--- config.mk ---
export PLATFORM = sky130hd
export DESIGN_NAME = instr_fetch_stage_flat
export DESIGN_NICKNAME = d
export VERILOG_FILES = /design/src/rtl/instr_fetch_stage_if.sv /design/src/rtl/instr_fetch_stage.sv /design/src/flat_wrapper.sv
export SDC_FILE = /design/constraint.sdc
export NUM_CORES = 2
export LEC_CHECK = 0
export ABC_AREA = 1
export BUFFER_PORTS_ARGS = -buffer_cell sky130_fd_sc_hd__buf_4
export CAP_MARGIN = 40
export CORE_MARGIN = 8
export CORE_UTILIZATION = 65
export CTS_CLUSTER_SIZE = 12
export DETAILED_ROUTE_END_ITERATION = 10
export GPL_ROUTABILITY_DRIVEN = 0
export PLACE_DENSITY = 0.83
export SYNTH_ARGS = -nofsm -noshare
export SYNTH_HDL_FRONTEND = slang
export SYNTH_SLANG_ARGS = --single-unit
--- constraint.sdc ---
create_clock -name clk -period 4.2 [get_ports clk]
set_clock_uncertainty 0.05 [all_clocks]
set_input_delay 0.63 -clock clk [delete_from_list [all_inputs] [get_ports clk]]
set_output_delay 0.63 -clock clk [all_outputs]
set_load 0.01 [all_outputs]
--- src/rtl/instr_fetch_stage_if.sv ---
// Fetch-stage bus: stall/redirect control, instruction-memory write port,
// and the decoded IF/ID fields handed to the controller and datapath.
interface instr_fetch_stage_if #(
  parameter int ADDR_W = 6
);
  logic              stall;
  logic              redirect;
  logic [31:0]       redirect_pc;
  logic              imem_we;
  logic [ADDR_W-1:0] imem_waddr;
  logic [31:0]       imem_wdata;

  logic [31:0]       instr;
  logic [5:0]        op_code;
  logic [5:0]        func;
  logic [4:0]        rs;
  logic [4:0]        rt;
  logic [4:0]        rd;
  logic [4:0]        shamt;
  logic              instr_valid;
  logic [31:0]       pc_id;
  logic [31:0]       pc_plus4_id;
  logic [31:0]       pc;

  modport master (
    output stall, redirect, redirect_pc, imem_we, imem_waddr, imem_wdata,
    input  instr, op_code, func, rs, rt, rd, shamt, instr_valid,
           pc_id, pc_plus4_id, pc
  );

  modport slave (
    input  stall, redirect, redirect_pc, imem_we, imem_waddr, imem_wdata,
    output instr, op_code, func, rs, rt, rd, shamt, instr_valid,
           pc_id, pc_plus4_id, pc
  );
endinterface

--- src/rtl/instr_fetch_stage.sv ---
// MIPS fetch stage: PC, writable instruction memory and IF/ID register,
// with stall (hold) and redirect (load target and flush to a bubble).
module instr_fetch_stage #(
  parameter int          ADDR_W = 6,
  parameter logic [31:0] BUBBLE = 32'hFFFF_FFFF
) (
  input logic                clk,
  input logic                rst_n,
  instr_fetch_stage_if.slave bus
);

  localparam int DEPTH = 1 << ADDR_W;

  logic [31:0]       mem [DEPTH];
  logic [31:0]       pc_q;
  logic [31:0]       instr_q;
  logic              valid_q;
  logic [31:0]       pc_id_q;
  logic [ADDR_W-1:0] fetch_idx;
  logic [31:0]       target_pc;

  assign fetch_idx = pc_q[ADDR_W+1:2];
  assign target_pc = bus.redirect_pc & 32'hFFFF_FFFC;

  // Memory is not reset, so it survives rst_n; a same-edge write is not seen by the fetch.
  always_ff @(posedge clk) begin
    if (bus.imem_we) begin
      mem[bus.imem_waddr] <= bus.imem_wdata;
    end
  end

  always_ff @(posedge clk or negedge rst_n) begin
    if (!rst_n) begin
      pc_q    <= 32'h0;
      instr_q <= BUBBLE;
      valid_q <= 1'b0;
      pc_id_q <= 32'h0;
    end else if (bus.redirect) begin
      pc_q    <= target_pc;
      instr_q <= BUBBLE;
      valid_q <= 1'b0;
    end else if (!bus.stall) begin
      pc_q    <= pc_q + 32'd4;
      instr_q <= mem[fetch_idx];
      valid_q <= 1'b1;
      pc_id_q <= pc_q;
    end
  end

  assign bus.instr       = instr_q;
  assign bus.instr_valid = valid_q;
  assign bus.pc_id       = pc_id_q;
  assign bus.pc_plus4_id = pc_id_q + 32'd4;
  assign bus.pc          = pc_q;

  assign bus.op_code = instr_q[31:26];
  assign bus.rs      = instr_q[25:21];
  assign bus.rt      = instr_q[20:16];
  assign bus.rd      = instr_q[15:11];
  assign bus.shamt   = instr_q[10:6];
  assign bus.func    = instr_q[5:0];

endmodule

--- src/flat_wrapper.sv ---
// flat-port wrapper written by rule: the top's interface ports become plain ports
module instr_fetch_stage_flat 
#(
  parameter int          ADDR_W = 6,
  parameter logic [31:0] BUBBLE = 32'hFFFF_FFFF
)
  (clk, rst_n, bus_stall, bus_redirect, bus_redirect_pc, bus_imem_we, bus_imem_waddr, bus_imem_wdata, bus_instr, bus_op_code, bus_func, bus_rs, bus_rt, bus_rd, bus_shamt, bus_instr_valid, bus_pc_id, bus_pc_plus4_id, bus_pc);
  instr_fetch_stage_if #(.ADDR_W(ADDR_W)) bus_i ();
  input logic clk;
  input logic rst_n;
  input wire logic [$bits(bus_i.stall)-1:0] bus_stall;
  input wire logic [$bits(bus_i.redirect)-1:0] bus_redirect;
  input wire logic [$bits(bus_i.redirect_pc)-1:0] bus_redirect_pc;
  input wire logic [$bits(bus_i.imem_we)-1:0] bus_imem_we;
  input wire logic [$bits(bus_i.imem_waddr)-1:0] bus_imem_waddr;
  input wire logic [$bits(bus_i.imem_wdata)-1:0] bus_imem_wdata;
  output wire logic [$bits(bus_i.instr)-1:0] bus_instr;
  output wire logic [$bits(bus_i.op_code)-1:0] bus_op_code;
  output wire logic [$bits(bus_i.func)-1:0] bus_func;
  output wire logic [$bits(bus_i.rs)-1:0] bus_rs;
  output wire logic [$bits(bus_i.rt)-1:0] bus_rt;
  output wire logic [$bits(bus_i.rd)-1:0] bus_rd;
  output wire logic [$bits(bus_i.shamt)-1:0] bus_shamt;
  output wire logic [$bits(bus_i.instr_valid)-1:0] bus_instr_valid;
  output wire logic [$bits(bus_i.pc_id)-1:0] bus_pc_id;
  output wire logic [$bits(bus_i.pc_plus4_id)-1:0] bus_pc_plus4_id;
  output wire logic [$bits(bus_i.pc)-1:0] bus_pc;
  assign bus_i.stall = bus_stall;
  assign bus_i.redirect = bus_redirect;
  assign bus_i.redirect_pc = bus_redirect_pc;
  assign bus_i.imem_we = bus_imem_we;
  assign bus_i.imem_waddr = bus_imem_waddr;
  assign bus_i.imem_wdata = bus_imem_wdata;
  assign bus_instr = bus_i.instr;
  assign bus_op_code = bus_i.op_code;
  assign bus_func = bus_i.func;
  assign bus_rs = bus_i.rs;
  assign bus_rt = bus_i.rt;
  assign bus_rd = bus_i.rd;
  assign bus_shamt = bus_i.shamt;
  assign bus_instr_valid = bus_i.instr_valid;
  assign bus_pc_id = bus_i.pc_id;
  assign bus_pc_plus4_id = bus_i.pc_plus4_id;
  assign bus_pc = bus_i.pc;
  instr_fetch_stage #(.ADDR_W(ADDR_W), .BUBBLE(BUBBLE)) u_core (.clk(clk), .rst_n(rst_n), .bus(bus_i));
endmodule
==> results.ini <==
[synth]
syn_inst = 7708
yosysWarnings = 0
syn-cell-area_um2 = 88200
yosysSeqAreaShare_pct = 72.4
synth.area.top_cells = edfxtp_1 70%, nor2_1 6.9%, nand2_1 6.5%, o21ai_0 4.0%, nand3_1 2.7%
ys_seq_elements = 2141
synth_top_cell_by_area = edfxtp_1
synth.distinct_cells = 47
syn_area_per_cell_um2 = 11.4
synth_top_area_share_pct = 69.7

[cts]
clk_latency_ns = 0.86
path_clk_slew_ns = 0.07
cts_resized = 0
numCtsBuffers = 205
cts-htree-levels = 4
clock_sinks = 2141
cts_tree = built
cts.path.max_buffers = 3
cts_root_buf = clkbuf_16
post_cts_buffers = 0

[drt]
first_iter_violations = 10037
first_pass_iters = 9
drc_errors = 0
wl_met1_mm = 81.7
routed.top_layer = met5
wirelength_mm = 244
route.met3.wl_mm = 33.0
viasPerCell = 6.38
via_count = 62300
post_drt_wl_per_cell_um = 24.9
wl_met2_mm = 115
ant_nets = 0

[grt]
antenna_found_initial = 13
grt_pass1_vias = 60753
grt_usage_pct = 32.1
grt_pass1_wl_mm = 359
grt.overflow.total = 0
grt_max_degree = 181

[job]
cap_violations = 0

[sta]
fin_ws_ns = 0.402
min_period_ns = 3.80
max_freq_mhz = 263
rsz0062_at_grt = false
tightest_slew_ns = 1.00
hold_viol = 0
setup_tns_ns = 0
setup_viol = 0
final.period_utilization_pct = 90.4
slew_viol_final = 0
relSlewSlack_pct = 33.0

[floorplanning]
die-area_um2 = 148000
core_um2 = 135000
rows = 135
die_h_um = 384
initial_utilization_pct = 65.3
die_w_um = 384
ios = 236

[finish]
fill_cells = 7950
seq_area_um2 = 63900
final_cell_mix = 2048 x edfxtp_1, 1555 x nor2_1, 1529 x nand2_1, 706 x o21ai_0, 476 x nand3_1
final_cells = 9771
design_area_um2 = 98100
layout-area-overhead-vs-synth_pct = 11.2
multi_input_area_um2 = 21400
final_common_cell = edfxtp_1
fin_nets = 7932
final_layout_size_suffix_gt1_share_pct = 9.62

[placement]
dp_cells = 9400
dpl_cell_area_um2 = 91900
portBuffers = 227
preCtsSetupSlack_ns = 1.14
dp_hpwl_mm = 129

[pwr]
power.density_nw_per_um2 = 474
leakagePower_nw = 35.1
vdd_drop_max_uv = 331
power.total_mw = 46.5

[setup_path]
path_max_fanout = 4
crit_arrival_ns = 3.12
endpoint_kind = output port
rrSetupSlack_ns = 0.88
critPathLaunchType = flip-flop
worstPathRequired_ns = 3.52
critPathKind = flip-flop to output port

[status]
status = finished clean

[min_path]
min_path_type = input pin to flip-flop

## power by group
group | internal, mW | switching (mW) | leakage, nW
Sequential | 23.7 | 0.248 | 19.5
Combinational | 1.72 | 4.10 | 12.8
Clock | 9.11 | 7.64 | 2.83
Total | 34.5 | 12.0 | 35.1
## Yosys cell counts, drive strengths merged
master,count
nor2,1620
o21a,1
a211oi,1
conb,1
o221ai,7
o311ai,3
o21bai,1
dfrtp,61
a32oi,1
nand4,23
and3,3
buf,306
nand3,478
o21ai,848
nand3b,4
a221oi,1
inv,243
nor4,11
o2111ai,2
nand2,1530
a31oi,3
clkinv,2
clkbuf,182
a221o,1
xnor2,3
xor2,31
edfxtp,2048
dfstp,32
a21oi,118
or2,19
ha,2
o211ai,103
nor3,19
## area by class of cell
class | instances | area share [%]
flip-flops and latches | 2141 | 65.1
multi-input cells | 4839 | 21.8
clock buffers | 287 | 5.59
repair buffers | 423 | 3.82
well taps | 1781 | 2.27
inverters | 245 | 0.969
clock inverters | 42 | 0.423
diodes | 13 | 0.0332
## sequential cells by signal (all words and copies together), names as in the netlist
signal	count
u_core.bus.pc	30
u_core.bus.instr	32
u_core.bus.instr_valid	1
u_core.bus.pc_id	30
u_core.mem	2048
## timing repair
action	4_1_cts	5_1_grt
hold endpoints to repair	54	0
setup endpoints to repair	0	0
hold buffers	26	0
## worst max-delay path: stages, from the launching register on
cell     delay [ns]
dfrtp_1        0.40
ha_1           0.21
nand3_1        0.17
nor2_1         0.21
nand2_1        0.13
nor2_1         0.27
nand3_1        0.22
nor2_1         0.22
nand2_1        0.10
xor2_1         0.19
buf_4          0.16
## layer usage
metal	GRT usage, %	vias to the layer above
li1	-	26790
met1	40.6	29519
met2	51.4	5110
met3	7.47	875
met4	18.0	6
met5	0	-
## kinds of logic (layout without fill, tap and decap cells)
group	Yosys count	after routing	synth area share [%]
buffers and inverters	733	997	3.99
XOR/XNOR	34	34	0.337
AND/OR/NAND/NOR	3707	3707	16.7
flip-flops	2141	2141	72.4
AO/OA/AOI/OAI	1090	1090	6.55
adder cells (fa/ha/maj)	2	2	0.0284
other	1	19	0.00425
## worst paths after layout
kind	startpoint	end	depth (start not counted)
min reg2reg	u_core.bus.instr[30]$_DFFE_PN1N_	u_core.bus.instr[30]$_DFFE_PN1N_	2
min	bus_redirect_pc[17]	u_core.bus.pc[17]$_DFFE_PN0N_	5
min in group asynchronous	rst_n	u_core.bus.instr_valid$_DFFE_PN0N_	2
max in group asynchronous	rst_n	u_core.bus.instr[26]$_DFFE_PN1N_	3
max	u_core.bus.pc_id[2]$_DFFE_PN0P_	bus_pc_plus4_id[24]	10
max reg2reg	u_core.bus.pc[2]$_DFFE_PN0N_	u_core.bus.instr[23]$_DFFE_PN1N_	14
## per-stage QoR
stage | hold slack (ns) | util [%]
after global routing | 0.0670 | 72.6
after floorplan | 0.284 | -
after global placement | 0.442 | 67.9
after detailed placement | 0.458 | 68.0
after CTS | 0.0204 | 72.5
final | 0.0659 | 72.6
(Power assumes the default switching activity.)
